==> config.mk <==
export PLATFORM = sky130hd
export DESIGN_NAME = writeback_stage
export DESIGN_NICKNAME = d
export VERILOG_FILES = /design/src/rtl/writeback_stage_pkg.sv /design/src/rtl/writeback_stage_dest_decode.sv /design/src/rtl/writeback_stage.sv
export SDC_FILE = /design/constraint.sdc
export NUM_CORES = 1
export LEC_CHECK = 0
export BUFFER_PORTS_ARGS = -buffer_cell sky130_fd_sc_hd__clkbuf_2
export CORE_ASPECT_RATIO = 2
export CORE_UTILIZATION = 34
export DETAILED_ROUTE_END_ITERATION = 12
export PLACE_DENSITY = 0.72
export SLEW_MARGIN = 20
export SYNTH_ARGS = -nofsm -noshare
export SYNTH_HDL_FRONTEND = slang
export SYNTH_SLANG_ARGS = --single-unit
==> constraint.sdc <==
create_clock -name clk -period 3 [get_ports clk]
set_clock_uncertainty 0.1 [all_clocks]
set_input_delay 0.45 -clock clk [delete_from_list [all_inputs] [get_ports clk]]
set_output_delay 0.45 -clock clk [all_outputs]
set_load 0.05 [all_outputs]
==> src/rtl/writeback_stage_pkg.sv <==
// writeback_stage_pkg
// Shared definitions for the writeback stage and anything else that decodes
// instruction destinations (e.g. the hazard unit).
//   - opcode constants for the MIPS-like instruction subset
//   - NOP_INSTR, the instruction loaded into IR5 on reset/flush
//   - instruction field bit positions
package writeback_stage_pkg;

    localparam logic [5:0] OP_RTYPE  = 6'h00;
    localparam logic [5:0] OP_J      = 6'h02;
    localparam logic [5:0] OP_JAL    = 6'h03;
    localparam logic [5:0] OP_BEQ    = 6'h04;
    localparam logic [5:0] OP_BNE    = 6'h05;
    localparam logic [5:0] OP_IMM_LO = 6'h08;
    localparam logic [5:0] OP_IMM_HI = 6'h0F;
    localparam logic [5:0] OP_LW     = 6'h23;
    localparam logic [5:0] OP_SW     = 6'h2B;

    localparam logic [31:0] NOP_INSTR = 32'h0000_0000;

    localparam int OPC_MSB = 31;
    localparam int OPC_LSB = 26;
    localparam int RS_MSB  = 25;
    localparam int RS_LSB  = 21;
    localparam int RT_MSB  = 20;
    localparam int RT_LSB  = 16;
    localparam int RD_MSB  = 15;
    localparam int RD_LSB  = 11;

endpackage

==> src/rtl/writeback_stage_dest_decode.sv <==
// wb_dest_decode
// Decodes an instruction word into the register it writes back to.
// Ports:
//   ir_i     [31:0] instruction word
//   dest_o   [4:0]  destination register (0 when nothing is written)
//   writes_o        instruction class writes the register file
// Parameter LINK_REG: destination used by JAL.
module wb_dest_decode #(
    parameter logic [4:0] LINK_REG = 5'd31
) (
    input  logic [31:0] ir_i,
    output logic [4:0]  dest_o,
    output logic        writes_o
);
    import writeback_stage_pkg::*;

    logic [5:0] opcode;
    logic [4:0] rtField;
    logic [4:0] rdField;
    logic       unusedIrBits;

    assign opcode       = ir_i[OPC_MSB:OPC_LSB];
    assign rtField      = ir_i[RT_MSB:RT_LSB];
    assign rdField      = ir_i[RD_MSB:RD_LSB];
    assign unusedIrBits = ^{ir_i[RS_MSB:RS_LSB], ir_i[RD_LSB-1:0]};

    // Stores, branches, jumps and unknown opcodes fall through to "no write".
    always_comb begin
        dest_o   = 5'd0;
        writes_o = 1'b0;
        if (opcode == OP_RTYPE) begin
            dest_o   = rdField;
            writes_o = 1'b1;
        end else if (opcode == OP_LW ||
                     (opcode >= OP_IMM_LO && opcode <= OP_IMM_HI)) begin
            dest_o   = rtField;
            writes_o = 1'b1;
        end else if (opcode == OP_JAL) begin
            dest_o   = LINK_REG;
            writes_o = 1'b1;
        end
    end

endmodule

==> src/rtl/writeback_stage.sv <==
// writeback_stage
// Final pipeline stage: holds IR5/Z5, drives the register-file write port and
// flags forwarding hits for the instruction sitting in stage 4.
// Ports:
//   clk, reset          clock, synchronous active-high reset
//   stall, flush        hold all stage registers / replace IR5 with NOP
//   ir5_input, z5_input instruction and result from memory_stage
//   ir4_output          stage-4 instruction, compared for forwarding
//   ir5_output, z5_output  stage registers (Z5 also feeds store-data mux)
//   rf_we, rf_waddr, rf_wdata  register-file write port
//   fwd_rs, fwd_rt      IR5 writes stage-4's rs / rt
//   retire_cnt          retired-instruction count (only with WB_RETIRE_CNT_EN)
// Optional feature macro: WB_RETIRE_CNT_EN.
// DATA_W must be at least 32; instruction fields live in bits [31:0].
module writeback_stage #(
    parameter int                DATA_W    = 32,
    parameter logic [DATA_W-1:0] NOP_INSTR = writeback_stage_pkg::NOP_INSTR,
    parameter logic [4:0]        LINK_REG  = 5'd31
) (
    input  logic              clk,
    input  logic              reset,
    input  logic              stall,
    input  logic              flush,
    input  logic [DATA_W-1:0] ir5_input,
    input  logic [DATA_W-1:0] z5_input,
    input  logic [DATA_W-1:0] ir4_output,
    output logic [DATA_W-1:0] ir5_output,
    output logic [DATA_W-1:0] z5_output,
    output logic              rf_we,
    output logic [4:0]        rf_waddr,
    output logic [DATA_W-1:0] rf_wdata,
    output logic              fwd_rs,
    output logic              fwd_rt
`ifdef WB_RETIRE_CNT_EN
    ,
    output logic [31:0]       retire_cnt
`endif
);
    import writeback_stage_pkg::*;

    logic [DATA_W-1:0] ir5_q, ir5_d;
    logic [DATA_W-1:0] z5_q, z5_d;
    logic              valid_q, valid_d;
    logic [4:0]        dest;
    logic              writes;
    logic              unusedIr4Bits;

    // Next-state selection: flush beats stall, stall beats a normal load.
    always_comb begin
        ir5_d   = ir5_q;
        z5_d    = z5_q;
        valid_d = valid_q;
        if (flush) begin
            ir5_d   = NOP_INSTR;
            z5_d    = '0;
            valid_d = 1'b0;
        end else if (!stall) begin
            ir5_d   = ir5_input;
            z5_d    = z5_input;
            valid_d = 1'b1;
        end
    end

    // Stage registers; reset overrides everything.
    always_ff @(posedge clk) begin
        if (reset) begin
            ir5_q   <= NOP_INSTR;
            z5_q    <= '0;
            valid_q <= 1'b0;
        end else begin
            ir5_q   <= ir5_d;
            z5_q    <= z5_d;
            valid_q <= valid_d;
        end
    end

    wb_dest_decode #(
        .LINK_REG (LINK_REG)
    ) u_dest_decode (
        .ir_i     (ir5_q[31:0]),
        .dest_o   (dest),
        .writes_o (writes)
    );

    // r0 is never written, which also makes the NOP encoding harmless.
    assign rf_we      = valid_q & writes & (dest != 5'd0);
    assign rf_waddr   = rf_we ? dest : 5'd0;
    assign rf_wdata   = z5_q;
    assign ir5_output = ir5_q;
    assign z5_output  = z5_q;

    // rf_waddr is zero whenever rf_we is low, so gating by rf_we keeps r0 out.
    assign fwd_rs = rf_we & (rf_waddr == ir4_output[RS_MSB:RS_LSB]);
    assign fwd_rt = rf_we & (rf_waddr == ir4_output[RT_MSB:RT_LSB]);

    assign unusedIr4Bits = ^{ir4_output[DATA_W-1:RS_MSB+1], ir4_output[RT_LSB-1:0]};

`ifdef WB_RETIRE_CNT_EN
    logic [31:0] retire_q;

    // Counts every edge that moves a valid instruction out of the stage,
    // including the edge that flushes it; wraps naturally.
    always_ff @(posedge clk) begin
        if (reset) begin
            retire_q <= 32'd0;
        end else if (valid_q && !stall) begin
            retire_q <= retire_q + 32'd1;
        end
    end

    assign retire_cnt = retire_q;
`endif

endmodule

==> summary.txt <==
Place
  • Global placer's final weighted congestion: between 0.8 and 0.9
  • Pre-CTS setup slack: 14.92 ps
  • DP HPWL: 6.665 mm
  • Port-buffer cells: 181
  • Placed Area: 0.003974 sq mm

Routing
  • Via-to-Cell Ratio: 4.820
  • Drt initial violations: roughly 100
  • Routed Antenna Nets: 0
  • Post-Route WL: 8.538 mm
  • Drt drc: 0
  • Total number of vias: 2858
  • Drt first pass iters: 4
  • WL/cell: 14.40 um

Pwr
  • Power density cells: 580.1 mW/mm^2
  • Total chip power: 2.570 mW
  • Total leakage power: 2.280 nW
  • Worst VDD drop: about 0.0003 V

Floorplan
  • DIE HEIGHT: 136.5 um
  • # rows: 48
  • Total core area: 0.008708 sq mm
  • Initial core utilization: 0.3530
  • Ports: 204
  • Chip width: 69.24 um
  • Die Area: ~0.0094 sq mm

Timing
  • Final hold viol count: 0
  • Final WS setup: -66.98 ps
  • Slew Viols, Final: 0
  • Crit path time final: 3067 ps
  • Max_slew headroom: 0.6628
  • RSZ-0062 raised after global routing: yes
  • Hold WS: 252.5 ps
  • Fmax: roughly 330 MHz
  • Setup TNS: -98.64 ps
  • Final setup viols: 2
  • Period utilization: 1.022
  • Worst-margin pin slew: 505.8 ps

Synthesis
  • Count of state elements after synthesis: between 60 and 70
  • Multiplexer area fraction after synthesis: 0.2116
  • Mapped Cells: 323
  • Largest family of logic cells by synthesized area: multiplexers
  • Post-synthesis compound-gate area fraction: 0.08832
  • Post-Synth Simple-Gate Area: 0.1648
  • Synth Area in Adders: 0
  • Post-Synth XOR/XNOR Area: 0.002849
  • Syn_area_per_cell: approximately 9.5 sq um
  • Sequential-to-total area share from yosys stat: 0.4233
  • Post-synth ARST share: 0
  • Synth cell types: 48
  • Largest cells by area after synthesis: dfxtp_1 (42%), mux2i_1 (21%), nor2_1 (8.9%)
  • Top cell type's share of synthesized area: 0.4233
  • EDFF count, synth: 0
  • Synth Flop Type: dfxtp_1
  • Syn. warnings: 0
  • Net count after synthesis: 423
  • Post-synth top area cell: dfxtp_1
  • Syn Std Cell Area: 0.003074 sq mm

Critical path
  • Slowest CP cell: or4_4
  • Crit Path Class: flop to output pin
  • Crit path capture type: output pin
  • R2R Path Start: ir5_output[31]
  • Crit path buffers/inverters: 2
  • Worst endpoint required time: 2450 ps
  • Crit-path cells: or4_4, nor3_4, buf_6, a21oi_4, a21o_2, a41oi_4, nor4b_4, clkbuf_8
  • Worst EP arrival: 2520 ps
  • FF-to-FF setup slack: 2090 ps
  • Worst r2r path cells: 3
  • CP top delay family: simple AND/OR/NAND/NOR gates
  • Startpoint types: flop
  • CP max stage delay: 550 ps
  • Reg2reg end: ir5_output[31]
  • Crit Path Max Fanout: 6

GRT
  • Met1 Use GR: 0.1703
  • Met3 Use GR: 0.05486
  • Initial antenna violation count: 0
  • Largest net degree at the start of global routing: between 40 and 50
  • Grt total ovfl: 0
  • GRT busiest layer: met2
  • Global-route wire length before repair: around 13 mm
  • Grt met2 use: 0.3274
  • Total track usage: 0.1783
  • Vias in the first global route: 2639

Clocking
  • Clk root buf: clkbuf_16
  • Worst-path clk slew: about 60 ps
  • Worst-Skew Late Latency: between 300 and 400 ps
  • CTS Hold Bufs: 0
  • Clock buffer count from CTS: 9
  • H-tree depth: 3
  • CTS tree: yes
  • Clock Path Buffers: 2
  • CTS Sinks: 65

Finish
  • Layout cells sized above 1: 0.4990
  • Area grow syn2layout: 44.12%
  • Final Net Count: 588
  • Fin area: 0.004431 sq mm
  • Antenna cell count: 0

Flow run
  • Total of max-cap violations: 0

Hold path
  • Hold Path Origin: ir5_input[28]
  • Hold Crit Depth: 3
  • Hold EP: ir5_output[28]
  • Hold WC Path Type: input pin to flop

Outcome
  • Violated checks: negative setup slack
  • Status: finished, violations left
## registers in the layout, indices dropped and copies added, names as in the netlist
| name | count |
|---|---|
| ir5_output | 32 |
| valid_q | 1 |
| rf_wdata | 32 |
## power by group
group | internal, mW | leakage (nW) | total, mW | switching [mW]
clock | 0.772 | 0.155 | 1.14 | 0.369
combinational | 0.185 | 1.59 | 0.511 | 0.326
sequential | 0.893 | 0.532 | 0.917 | 0.0246
total | 1.85 | 2.28 | 2.57 | 0.719
## per-layer routing
layer / wire length [um] / up-vias / part of all wire
met4: 344 / 0 / 0.040
li1: - / 1411 / -
met2: 4714 / 116 / 0.55
met1: 3002 / 1309 / 0.35
met3: 476 / 22 / 0.056
met5: 0 / - / 0
## layout by cell type, fill, tap and decap left out, types with 2 or more instances in the layout
cell type | synthesis | layout
mux2i_1 | 65 | 65
bufinv_16 | 0 | 2
o32ai_2 | 0 | 2
o22ai_1 | 2 | 2
and4_2 | 2 | 2
clkbuf_8 | 0 | 4
o211ai_1 | 2 | 2
a22o_1 | 2 | 2
buf_4 | 32 | 21
nand2_1 | 2 | 2
a22oi_1 | 2 | 2
dfxtp_2 | 0 | 4
nor2_1 | 73 | 73
inv_1 | 6 | 6
nor2b_1 | 7 | 6
clkbuf_2 | 0 | 177
clkbuf_16 | 0 | 9
clkinvlp_4 | 0 | 2
dfxtp_1 | 65 | 60
a21oi_1 | 6 | 5
nor3_4 | 1 | 2
and2_1 | 4 | 4
## worst reg2reg max path: stages (launching register included)
cell and delay, ps:
dfxtp_4 370, buf_4 150, mux2i_1 120, nor2_1 50
## area by class of cell
cell class              instances  area (sq um)
well taps                     100         125.1
clock buffers                  12         256.5
repair buffers                203          1107
fillers                       778          4278
multi-input cells             203          1534
inverters                       6         22.52
flip-flops and latches         65          1310
clock inverters                 4         75.07
## kinds of logic after synthesis
kind of cell | count (synthesis)
and+or+nand+nor | 103
muxes | 65
DFF | 65
buffers and inverters | 55
AOI/OAI and AO/OA | 34
xor gates and xnor gates | 1
## synthesized netlist by cell type, drive strengths merged, types with 2 or more instances
| master | n |
|---|---|
| a2111oi | 2 |
| a21oi | 6 |
| a221oi | 2 |
| a22o | 2 |
| a22oi | 2 |
| and2 | 6 |
| and4 | 2 |
| buf | 36 |
| clkbuf | 13 |
| dfxtp | 65 |
| inv | 6 |
| mux2i | 65 |
| nand2 | 2 |
| nand3 | 2 |
| nor2 | 73 |
| nor2b | 7 |
| nor3 | 3 |
| nor4 | 2 |
| o211ai | 2 |
| o21ai | 2 |
| o22ai | 2 |
| o32ai | 3 |
## repair_timing
action | 4_1_cts | 5_1_grt
setup buffers | 3 | 0
resized for setup | 18 | 3
pin swaps | 8 | 0
endpoints found under the setup margin | 3 | 3
## through the flow
stage,util,cells
2_1_floorplan,-,323
3_3_place_gp,0.4563,574
3_5_place_dp,0.4563,574
4_1_cts,0.5076,593
5_1_grt,0.5088,593
6_report,0.5088,593
## worst max path at each step
| stage | from | to | slack (ps) | depth (start not counted) |
|---|---|---|---|---|
| floorplan | ir5_output[31] | fwd_rt | -310 | 7 |
| CTS | ir5_output[28] | fwd_rt | -60 | 8 |
| global route | ir5_output[28] | fwd_rt | -170 | 8 |
| finish | ir5_output[28] | fwd_rt | -70 | 8 |
| detailed placement | ir5_output[31] | fwd_rt | 10 | 7 |
| global placement | ir5_output[31] | fwd_rt | 4 | 7 |
(Power assumes the default switching activity.)
